$ cat src/rtl/pipe_sched.sv
// Issue scheduler around the decode stage: IF/ID/EX handshakes, in-order
// destination-register scoreboard for RAW/full holds, and redirect flush.
//
// state    | meaning
// IDLE     | waiting for IF; forwards a fetched instruction to decode
// WAIT_DEC | decode output pending; issue unless hazard or scoreboard full
// FLUSH    | one cycle after redirect; drain any decoded inst, no issue
module pipe_sched #(
    parameter int DEPTH = 4,
    parameter int CNT_W = 32
) (
    input  logic                     clk,
    input  logic                     rst,
    input  logic                     i_if_valid,
    output logic                     o_if_ack,
    output logic                     o_id_fetched_req,
    input  logic                     i_id_decoded_req,
    output logic                     o_id_decoded_ack,
    input  logic                     i_id_rs1_ren,
    input  logic [4:0]               i_id_rs1,
    input  logic                     i_id_rs2_ren,
    input  logic [4:0]               i_id_rs2,
    input  logic [4:0]               i_id_rd,
    output logic                     o_ex_issue,
    input  logic                     i_wb_retire,
    input  logic                     i_wb_redirect,
    output logic                     o_flush,
    output logic [$clog2(DEPTH):0]   o_sb_count,
    output logic [CNT_W-1:0]         o_stall_cnt,
    output logic                     o_err
);

    localparam int PW = $clog2(DEPTH);

    typedef enum logic [1:0] {IDLE, WAIT_DEC, FLUSH} state_t;

    state_t           state, state_nxt;
    logic [DEPTH-1:0] sb_valid;
    logic [4:0]       sb_rd [DEPTH];
    logic [PW-1:0]    wr_ptr, rd_ptr;
    logic [PW:0]      count;
    logic [CNT_W-1:0] stall_cnt;
    logic             err;

    logic pop, redirect, full, hazard;
    logic if_ack, fetched_req, decoded_ack, issue, stall;

    assign pop      = i_wb_retire && (count != '0);
    assign redirect = pop && i_wb_redirect;
    assign full     = (count == (PW+1)'(DEPTH));

    // Compare against pre-pop contents: a retiring entry still blocks this cycle.
    always_comb begin
        hazard = 1'b0;
        for (int i = 0; i < DEPTH; i++) begin
            if (sb_valid[i] &&
                ((i_id_rs1_ren && (i_id_rs1 != 5'd0) && (sb_rd[i] == i_id_rs1)) ||
                 (i_id_rs2_ren && (i_id_rs2 != 5'd0) && (sb_rd[i] == i_id_rs2))))
                hazard = 1'b1;
        end
    end

    always_comb begin
        state_nxt   = state;
        if_ack      = 1'b0;
        fetched_req = 1'b0;
        decoded_ack = 1'b0;
        issue       = 1'b0;
        stall       = 1'b0;
        case (state)
            IDLE: begin
                if (redirect) begin
                    state_nxt = FLUSH;
                end else if (i_if_valid) begin
                    if_ack      = 1'b1;
                    fetched_req = 1'b1;
                    state_nxt   = WAIT_DEC;
                end
            end
            WAIT_DEC: begin
                if (redirect) begin
                    state_nxt = FLUSH;
                end else if (i_id_decoded_req) begin
                    if (hazard || full) begin
                        stall = 1'b1;
                    end else begin
                        decoded_ack = 1'b1;
                        issue       = 1'b1;
                        state_nxt   = IDLE;
                    end
                end
            end
            FLUSH: begin
                decoded_ack = i_id_decoded_req;
                state_nxt   = IDLE;
            end
            default: state_nxt = IDLE;
        endcase
    end

    // Input-driven handshakes are gated so every output reads 0 while in reset.
    assign o_if_ack         = if_ack && rst;
    assign o_id_fetched_req = fetched_req && rst;
    assign o_id_decoded_ack = decoded_ack && rst;
    assign o_ex_issue       = issue && rst;
    assign o_flush          = (state == FLUSH);
    assign o_sb_count       = count;
    assign o_stall_cnt      = stall_cnt;
    assign o_err            = err;

    always_ff @(posedge clk or negedge rst) begin
        if (!rst) begin
            state     <= IDLE;
            sb_valid  <= '0;
            wr_ptr    <= '0;
            rd_ptr    <= '0;
            count     <= '0;
            stall_cnt <= '0;
            err       <= 1'b0;
            for (int i = 0; i < DEPTH; i++) sb_rd[i] <= 5'd0;
        end else begin
            state <= state_nxt;
            if (i_wb_retire && (count == '0))
                err <= 1'b1;
            if (stall && (stall_cnt != '1))
                stall_cnt <= stall_cnt + 1'b1;
            if (redirect) begin
                sb_valid <= '0;
                wr_ptr   <= '0;
                rd_ptr   <= '0;
                count    <= '0;
            end else begin
                // Push and pop never share a slot: push needs not-full, pop needs not-empty.
                if (issue) begin
                    sb_valid[wr_ptr] <= (i_id_rd != 5'd0);
                    sb_rd[wr_ptr]    <= i_id_rd;
                    wr_ptr           <= wr_ptr + 1'b1;
                end
                if (pop) begin
                    sb_valid[rd_ptr] <= 1'b0;
                    rd_ptr           <= rd_ptr + 1'b1;
                end
                case ({issue, pop})
                    2'b10:   count <= count + 1'b1;
                    2'b01:   count <= count - 1'b1;
                    default: count <= count;
                endcase
            end
        end
    end

endmodule

$ cat config.mk
export PLATFORM = sky130hd
export DESIGN_NAME = pipe_sched
export DESIGN_NICKNAME = d
export VERILOG_FILES = /design/src/rtl/pipe_sched.sv
export SDC_FILE = /design/constraint.sdc
export NUM_CORES = 1
export LEC_CHECK = 0
export BUFFER_PORTS_ARGS = -buffer_cell sky130_fd_sc_hd__buf_4
export CORE_MARGIN = 5
export CORE_UTILIZATION = 57
export DETAILED_ROUTE_END_ITERATION = 12
export PLACE_DENSITY = 0.85
export SLEW_MARGIN = 0
export SYNTH_ARGS = -nofsm -noshare
export SYNTH_HDL_FRONTEND = slang
export SYNTH_SLANG_ARGS = --single-unit
$ cat constraint.sdc
create_clock -name clk -period 2.8 [get_ports clk]
set_input_delay 0.14 -clock clk [delete_from_list [all_inputs] [get_ports clk]]
set_output_delay 0.14 -clock clk [all_outputs]
set_load 0.1 [all_outputs]
== Word level (Yosys, flattened, before mapping) ==
Cells that the tools add are included.
W data, S select, Z words.

* Logic and storage cells: 123
* Output and inout bits: 41
* Register bits: 66
* Input bits: 23

* Bitwise operators: 4
* Multiplexer cells: 40
* Equal/unequal tests: 17
* Reduce and logical (&&, ||, !) cells: 40
* Magnitude comparators: 6
* Add/sub/neg operators: 5

{| class="wikitable"
|+ Operators by type and width
! operator !! number
|-
| $eq A5 B5 Y1 || 8
|-
| $add A32 B1 Y32 const B || 1
|-
| $ne A32 B32 Y1 const B || 1
|-
| $logic_and A1 B1 Y1 || 24
|-
| $bwmux W20 || 1
|-
| $mux W2 || 9
|-
| $mux W1 || 17
|-
| $mux W4 || 4
|-
| $reduce_bool A5 Y1 || 3
|-
| $demux W5 S2 || 1
|-
| $ne A3 B3 Y1 const B || 3
|-
| $lt A2 B3 Y1 const B || 2
|-
| $pmux W3 S2 || 1
|-
| $reduce_bool A3 Y1 || 2
|-
| $logic_or A1 B1 Y1 || 5
|-
| $mux W5 || 1
|-
| $add A2 B1 Y2 const B || 2
|-
| $and A4 B4 Y4 || 1
|-
| $bwmux W4 || 1
|-
| $demux W1 S2 || 2
|-
| $eq A2 B1 Y1 const B || 2
|-
| $eq A2 B2 Y1 const B || 2
|-
| $ge A2 B1 Y1 const B || 2
|-
| $not A4 Y4 || 1
|-
| other kinds (15) || 16
|}

== Longest topological paths before layout ==
Gate-level depths: netlist of the first run.

* Depth in word-level cells: 19
* Gate-level depth with buffers: 11
* Gate-level depth less buffers: 10

== Least setup slack after synthesis of the first run ==
Ideal clock, no wire load.

* Path kind: flip-flop to output port
* From: register count[0] (netlist: o_sb_count[0])
* To: output port o_if_ack
* Required time: 2.660 ns
* Data arrival time: 3.401 ns
* Buffers on the path: 2
* Path slack: -0.741 ns
* Stages on the path, launching flop included: 7
* Cells stage by stage: dfrtp_1 > nor3_1 > nor2b_1 > and2_1 > clkbuf_1 > nor2_1 > buf_4

* Longest elaborated chain between the ends: 6

{| class="wikitable"
|+ RTL lines
! item !! RTL line !! source
|-
| from (decl) || 41 || <nowiki>logic [PW:0] count;</nowiki>
|-
| from (signal assigned) || 144 || <nowiki>2'b10: count <= count + 1'b1;</nowiki>
|-
| from (signal assigned) || 145 || <nowiki>2'b01: count <= count - 1'b1;</nowiki>
|-
| from (signal assigned) || 146 || <nowiki>default: count <= count;</nowiki>
|-
| $reduce_bool A3 Y1 || 48 || <nowiki>assign pop = i_wb_retire && (count != '0);</nowiki>
|-
| $logic_and A1 B1 Y1 || 48 ||
|-
| $logic_and A1 B1 Y1 || 49 || <nowiki>assign redirect = pop && i_wb_redirect;</nowiki>
|-
| $mux W1 (2 in series) || -- ||
|-
| $logic_and A1 B1 Y1 || -- ||
|-
| to (decl) || 15 || <nowiki>output logic o_if_ack,</nowiki>
|}

Every way passes these cells.

== Final worst setup path of the first run ==
* From: register sb_rd[14] (netlist name)
* To: output port o_ex_issue

* Longest elaborated chain between the ends: 13
* Elaborated cells on any way between the ends: 15
* Classes of those cells: eq/ne (2); mux (7); reduce/logical (6)

{| class="wikitable"
|+ RTL lines
! item !! RTL line !! source
|-
| from (decl) || 39 || <nowiki>logic [4:0] sb_rd [DEPTH];</nowiki>
|-
| from (signal, indexed assignment) || 136 || <nowiki>sb_rd[wr_ptr] <= i_id_rd;</nowiki>
|-
| $eq A5 B5 Y1 (on tied branches) || 57, 58 ||
|-
| $logic_and A1 B1 Y1 (on tied branches) || 57, 58 ||
|-
| $logic_or A1 B1 Y1 (*) || 57 || <nowiki>((i_id_rs1_ren && (i_id_rs1 != 5'd0) && (sb_rd[i] == i_id_rs1)) ||</nowiki>
|-
| $logic_and A1 B1 Y1 (*) || 56 || <nowiki>if (sb_valid[i] &&</nowiki>
|-
| $mux W1 (*) (3 in series) || 56 ||
|-
| $logic_or A1 B1 Y1 (*) || 84 || <nowiki>if (hazard || full) begin</nowiki>
|-
| $mux W1 (*) || 84 ||
|-
| $mux W1 (*) || 83 || <nowiki>end else if (i_id_decoded_req) begin</nowiki>
|-
| $mux W1 (*) || 81 || <nowiki>if (redirect) begin</nowiki>
|-
| $mux W1 (*) || 70 || <nowiki>case (state)</nowiki>
|-
| $logic_and A1 B1 Y1 (*) || 105 || <nowiki>assign o_ex_issue = issue && rst;</nowiki>
|-
| to (decl) || 24 || <nowiki>output logic o_ex_issue,</nowiki>
|}

Mark *: on every way between the ends. The rest lies on a longest branch, timed or not.

==> results of run 1 <==
==> worst max-delay path: stages (launching register included) <==
cell and delay, ps:
dfrtp_1 420, xor2_1 160, nor4_1 290, nand3_1 140
and4_4 220, o221ai_4 250, nor3_4 70, buf_4 200
and2_2 200, buf_4 230
==> stage by stage <==
step	cell area (um2)	utilization
finish	4700	0.696
global route	4700	0.696
CTS	4700	0.695
detailed placement	4460	0.660
global placement	4460	0.660
floorplan	3940	-
==> per-layer routing <==
metal | routed length [um] | up-vias
li1 | - | 1359
met1 | 3880 | 1431
met2 | 4390 | 66
met3 | 474 | 11
met4 | 102 | 0
met5 | 0 | -
==> flip-flops by register name, summed over array words and instances, names as in the netlist <==
signal       count
sb_valid         4
state            2
sb_rd           20
wr_ptr           2
o_sb_count       3
rd_ptr           2
o_stall_cnt     32
o_err            1
==> timing repair <==
action                                  in CTS  in global routing
hold endpoints to repair                    15                  0
endpoints found under the setup margin       2                  1
hold buffers                                 1                  0
resized for setup                            0                  1
cloned                                       0                  0
pin swaps                                    1                  0
buffers inserted                             1                  0
==> path summary, 6_finish.rpt <==
kind | slack, ps | startpoint | cells past startpoint | endpoint
max | 130 | sb_rd[14]$_DFFE_PN0P_ | 9 | o_ex_issue
max reg2reg | 250 | sb_rd[14]$_DFFE_PN0P_ | 10 | o_stall_cnt[24]$_DFFE_PN0P_
min in group asynchronous | 190 | rst | 2 | o_sb_count[1]$_DFFE_PN0P_
max in group asynchronous | 1670 | rst | 3 | o_stall_cnt[8]$_DFFE_PN0P_
min reg2reg | 470 | o_err$_DFFE_PN0P_ | 1 | o_err$_DFFE_PN0P_
min | 60 | i_wb_retire | 2 | o_err$_DFFE_PN0P_
==> final cells by class <==
class                      instances  area (um2)
fill                             521        2050
timing repair buffer              71         536
sequential                        66        1660
clock buffer                       9         124
multi-input combinational        265        2110
clock inverter                     7        98.8
inverter                          20        75.1
tap                               80         100
==> power by group through the flow <==
stage	Sequential [mW]	Clock, mW	Combinational [mW]
after floorplan	1.63	0	0.994
after global placement	1.44	0	1.48
after detailed placement	1.46	0	1.53
after CTS	1.44	0.929	1.55
after global routing	1.48	0.969	1.66
final	1.44	0.919	1.54
==> cell usage after synthesis, types with 7 or more instances <==
cell	n
nand2_1	26
inv_1	20
o21ai_0	9
dfrtp_1	66
ha_1	12
nand3_1	20
mux2_4	20
buf_2	8
nor2_1	28
xor2_1	51
mux2i_1	7
xnor2_1	22
nor4_1	11
==> kinds of logic (layout without fill, tap and decap cells) <==
group                      count (synthesis)  after routing  synth area share
xor gates and xnor gates                  73             73             0.163
DFF                                       66             66             0.421
and+or+nand+nor                          128            128             0.187
AOI/OAI and AO/OA                         23             23            0.0431
buffers and inverters                     36            107            0.0456
adders and majority gates                 13             13            0.0434
muxes                                     28             28            0.0973
==> results.cfg, run 1 <==
[run_status]
status = finished clean

[yosys]
syn_inst = 367
ys_top_cells_by_area = dfrtp_1 (42%), xor2_1 (11%), mux2_4 (7.7%)
syn_area_per_cell_um2 = 10.7
synth_flop_cell = dfrtp_1
ys_types = 46
syn_nets = 403
syn-cell-area_um2 = 3920
synth_top_area_cell = dfrtp_1
yosysSeqAreaShare = 0.421
synthArstFlopShare = 1.00
synth_top_cell_area_share = 0.421
yosys_warnings = 0
synth_edf_count = 0
ys_ff_latch = 66

[power]
power_per_cell_area_nw_per_um2 = 831
switching_share = 0.406
pwr-share-comb = 0.395
ir_drop_v = 0.000859
p_switching_mw = 1.59
power_leakage_nw = 2.35
power_frac_clock = 0.235
p_seq_frac = 0.370
p_int_mw = 2.32
power_mw = 3.91

[setup_path]
crit_type = reg2out
crit_path_start_kind = flip-flop
critPathArrivalTime_ps = 2530
worstPathRequired_ps = 2660
end_kind = output pin
critPathMaxFanout = 6

[layout]
stdcell_count = 518
final_cell_mix = buf_4 (70), dfrtp_1 (58), xor2_1 (51), nor2_1 (26), nand2_1 (26)
drive_gt1_frac = 0.324
final_common_cell = buf_4
layout.nets = 469
antenna_cells = 0
flow.area_growth_from_synthesis_pct = 19.8

[cts]
clock-sinks = 66
htreeDepth = 3
path_clk_slew_ps = 80
cts_buffers = 9
clock_latency_ps = 360
clock_path_buffers = 2
cts_tree = done
root_buffer = clkbuf_8

[route]
drc = 0
wirelength_um = 8850
via_per_inst = 5.53
drt_iter0_drc = 145
final_antenna_net_count = 0
vias = 2867
drt_first_pass_iters = 4
wl_per_cell_um = 17.1

[die]
num_rows = 30
die-width_um = 93.0
initial_utilization = 0.581
io_pins = 64
die_area_um2 = 8640
core_area_um2 = 6760
fp.dieH_um = 93.0

[grt]
grt_pass1_wl_um = 14900
first_global_vias = 3047
grt_usage = 0.219
overflow = 0
grt_util_met3 = 0.0507
busiest_layer = met2
gr-usage-met2 = 0.362
grtUsageMet1 = 0.287
grt_max_degree = 52
antenna_found_initial = 0

[place]
placed_cells = 500
numPortBuffers = 63
post-place-ws_ps = 218
dp_hpwl_um = 6580
place.gp.congestion = 0.866

[sta]
drv_slew = 0
setup_viol = 0
clock.fmax_ghz = 0.375
whs_ps = 57.5
finalCriticalPeriod_ps = 2670
hold_viol_final = 0
fin_ws_ps = 130
setup_tns_ps = 0
worstMarginPinSlew_ps = 654
slew_headroom = 0.564
skew_ps = 10.8
period_share = 0.954
grt_setup_unrepaired = false

[min_path]
hold_class = in2reg

[flow_run]
maxCapViolations = 0
No activity file was read; power rests on OpenSTA's default activity.
==> run 2, diff against run 1 <==
==> config.mk (replaced) <==
export PLATFORM = sky130hd
export DESIGN_NAME = pipe_sched
export DESIGN_NICKNAME = d
export VERILOG_FILES = /design/src/rtl/pipe_sched.sv
export SDC_FILE = /design/constraint.sdc
export NUM_CORES = 1
export LEC_CHECK = 0
export CAP_MARGIN = 0
export CORE_MARGIN = 5
export CORE_UTILIZATION = 64
export DETAILED_ROUTE_END_ITERATION = 12
export DONT_BUFFER_PORTS = 1
export PLACE_DENSITY = 0.81
export SLEW_MARGIN = 0
export SYNTH_ARGS = -nofsm -noshare
export SYNTH_HDL_FRONTEND = slang
export SYNTH_SLANG_ARGS = --single-unit
==> results.cfg, run 2 (synthesis results as in run 1) <==
[die]
num_rows = 28
die-width_um = 88.3
io_pins = 64
die_area_um2 = 7800
initial_utilization = 0.659
fp.dieH_um = 88.3
core_area_um2 = 5960

[route]
wl_per_cell_um = 17.9
vias = 2817
final_antenna_net_count = 0
via_per_inst = 5.68
drt_iter0_drc = 149
wirelength_um = 8870
drt_first_pass_iters = 4
drc = 0

[power]
power_leakage_nw = 2.26
p_switching_mw = 1.52
power_per_cell_area_nw_per_um2 = 799
ir_drop_v = 0.000640
p_int_mw = 2.16
switching_share = 0.412
p_seq_frac = 0.384
pwr-share-comb = 0.424
power_mw = 3.68
power_frac_clock = 0.192

[layout]
layout.nets = 452
final_common_cell = dfrtp_1
fillers = 395
final_cell_mix = dfrtp_1 (58), xor2_1 (51), buf_4 (41), nor2_1 (26), nand2_1 (26)
antenna_cells = 0
largest_reg_flops = 32
register_area_um2 = 1660
drive_gt1_frac = 0.278
multiInputGateArea_um2 = 2120
flow.area_growth_from_synthesis_pct = 17.4

[sta]
fin_ws_ps = 161
grt_setup_unrepaired = false
worstMarginPinSlew_ps = 900
setup_viol = 0
hold_viol_final = 0
period_share = 0.943
setup_tns_ps = 0
skew_ps = 7.49
slew_headroom = 0.400
finalCriticalPeriod_ps = 2640
clock.fmax_ghz = 0.379
drv_slew = 0

[setup_path]
r2r_cells = 11
crit_path_start_kind = flip-flop
end_kind = output pin
rrSetupSlack_ps = 230
critPathMaxFanout = 6
reg2reg_to = o_stall_cnt[24]$_DFFE_PN0P_
crit_type = reg2out
r2r_start = sb_rd[8]$_DFFE_PN0P_
worstPathRequired_ps = 2660
critPathArrivalTime_ps = 2500
critPathLaunch = sb_rd[8]$_DFFE_PN0P_

[min_path]
hold_class = in2reg
hold_start = i_wb_redirect
holdPathStages = 3
holdPathEnd = sb_valid[2]$_DFF_PN0_

[grt]
grt_max_degree = 67
overflow = 0
grt_usage = 0.250
first_global_vias = 3017
antenna_found_initial = 0
grt_pass1_wl_um = 14900

[cts]
cts_tree = done
path_clk_slew_ps = 70
clock_path_buffers = 2
clock_latency_ps = 340
root_buffer = clkbuf_8
htreeDepth = 3
cts_buffers = 9
clock-sinks = 66

[place]
place.gp.congestion = 0.932
numPortBuffers = 0
dp_hpwl_um = 6310
post-place-ws_ps = 198

[flow_run]
maxCapViolations = 0

[run_status]
status = finished clean
run 2: changes by cell type in the layout (fill, tap and decap cells not counted):
cell           delta
clkbuf_8          +1
bufinv_16         -2
clkinvlp_4        +1
nor4_1            -1
inv_6             -3
buf_4            -29
nor4_2            +1
nor2_2            -1
clkbuf_1          +1
nor2_4            +1
clkinv_2          +2
buf_12            +3
buf_16            +1
dlygate4sd3_1     +8
run 2: timing repair:
item                       in CTS  in global routing
hold buffers                   10                  0
setup endpoints to repair       2                  2
gates resized for setup         0                  2
hold endpoints to repair       89                  0
pin swaps                       1                  0
gates cloned                    0                  0
setup buffers                   1                  0
run 2: power by group through the flow:
| stage | logic (mW) | registers (mW) | clock network, mW |
|---|---|---|---|
| CTS | 1.55 | 1.41 | 0.725 |
| finish | 1.56 | 1.41 | 0.705 |
| floorplan | 0.994 | 1.63 | 0 |
| global route | 1.69 | 1.44 | 0.766 |
| detailed placement | 1.49 | 1.43 | 0 |
| global placement | 1.45 | 1.41 | 0 |
run 2: critical path, cell delays in order (launching register included):
cell and delay, ps:
dfrtp_1 420, xor2_1 160, nor4_1 340, nand3_1 140
and4_4 210, o221ai_4 250, nor3_4 70, buf_4 190
and2_2 220, buf_12 160
run 2: cell type report:
class | instances | area share
Sequential cell | 66 | 0.361
Clock inverter | 5 | 0.00652
Tap cell | 75 | 0.0204
Timing Repair Buffer | 54 | 0.105
Multi-Input combinational cell | 265 | 0.460
Clock buffer | 11 | 0.0307
Inverter | 20 | 0.0163
run 2: how the worst max path moves through the flow:
stage / endpoint / slack (ps) / depth (start not counted)
after global routing: o_ex_issue / 20 / 9
after detailed placement: o_sb_count[1]$_DFFE_PN0P_ / 200 / 9
after CTS: o_id_decoded_ack / 80 / 10
final: o_ex_issue / 160 / 9
after global placement: o_sb_count[1]$_DFFE_PN0P_ / 300 / 9
after floorplan: o_stall_cnt[1]$_DFFE_PN0P_ / 0.8 / 7
run 2: metrics by stage:
step                hold slack (ps)  cells  utilization  cell area [um2]
finish                         34.4    496        0.773             4610
global route                   21.7    496        0.773             4610
global placement               -154    469        0.722             4300
floorplan                      -156    367            -             3940
CTS                            16.9    496        0.772             4600
detailed placement             -154    469        0.722             4300
run 2: layer usage:
metal | part of all wire | routed length (um) | GRT usage
met3 | 0.074 | 659 | 0.0810
met4 | 0.016 | 138 | 0.0838
met2 | 0.47 | 4170 | 0.391
met1 | 0.44 | 3890 | 0.330
met5 | 0 | 0 | 0
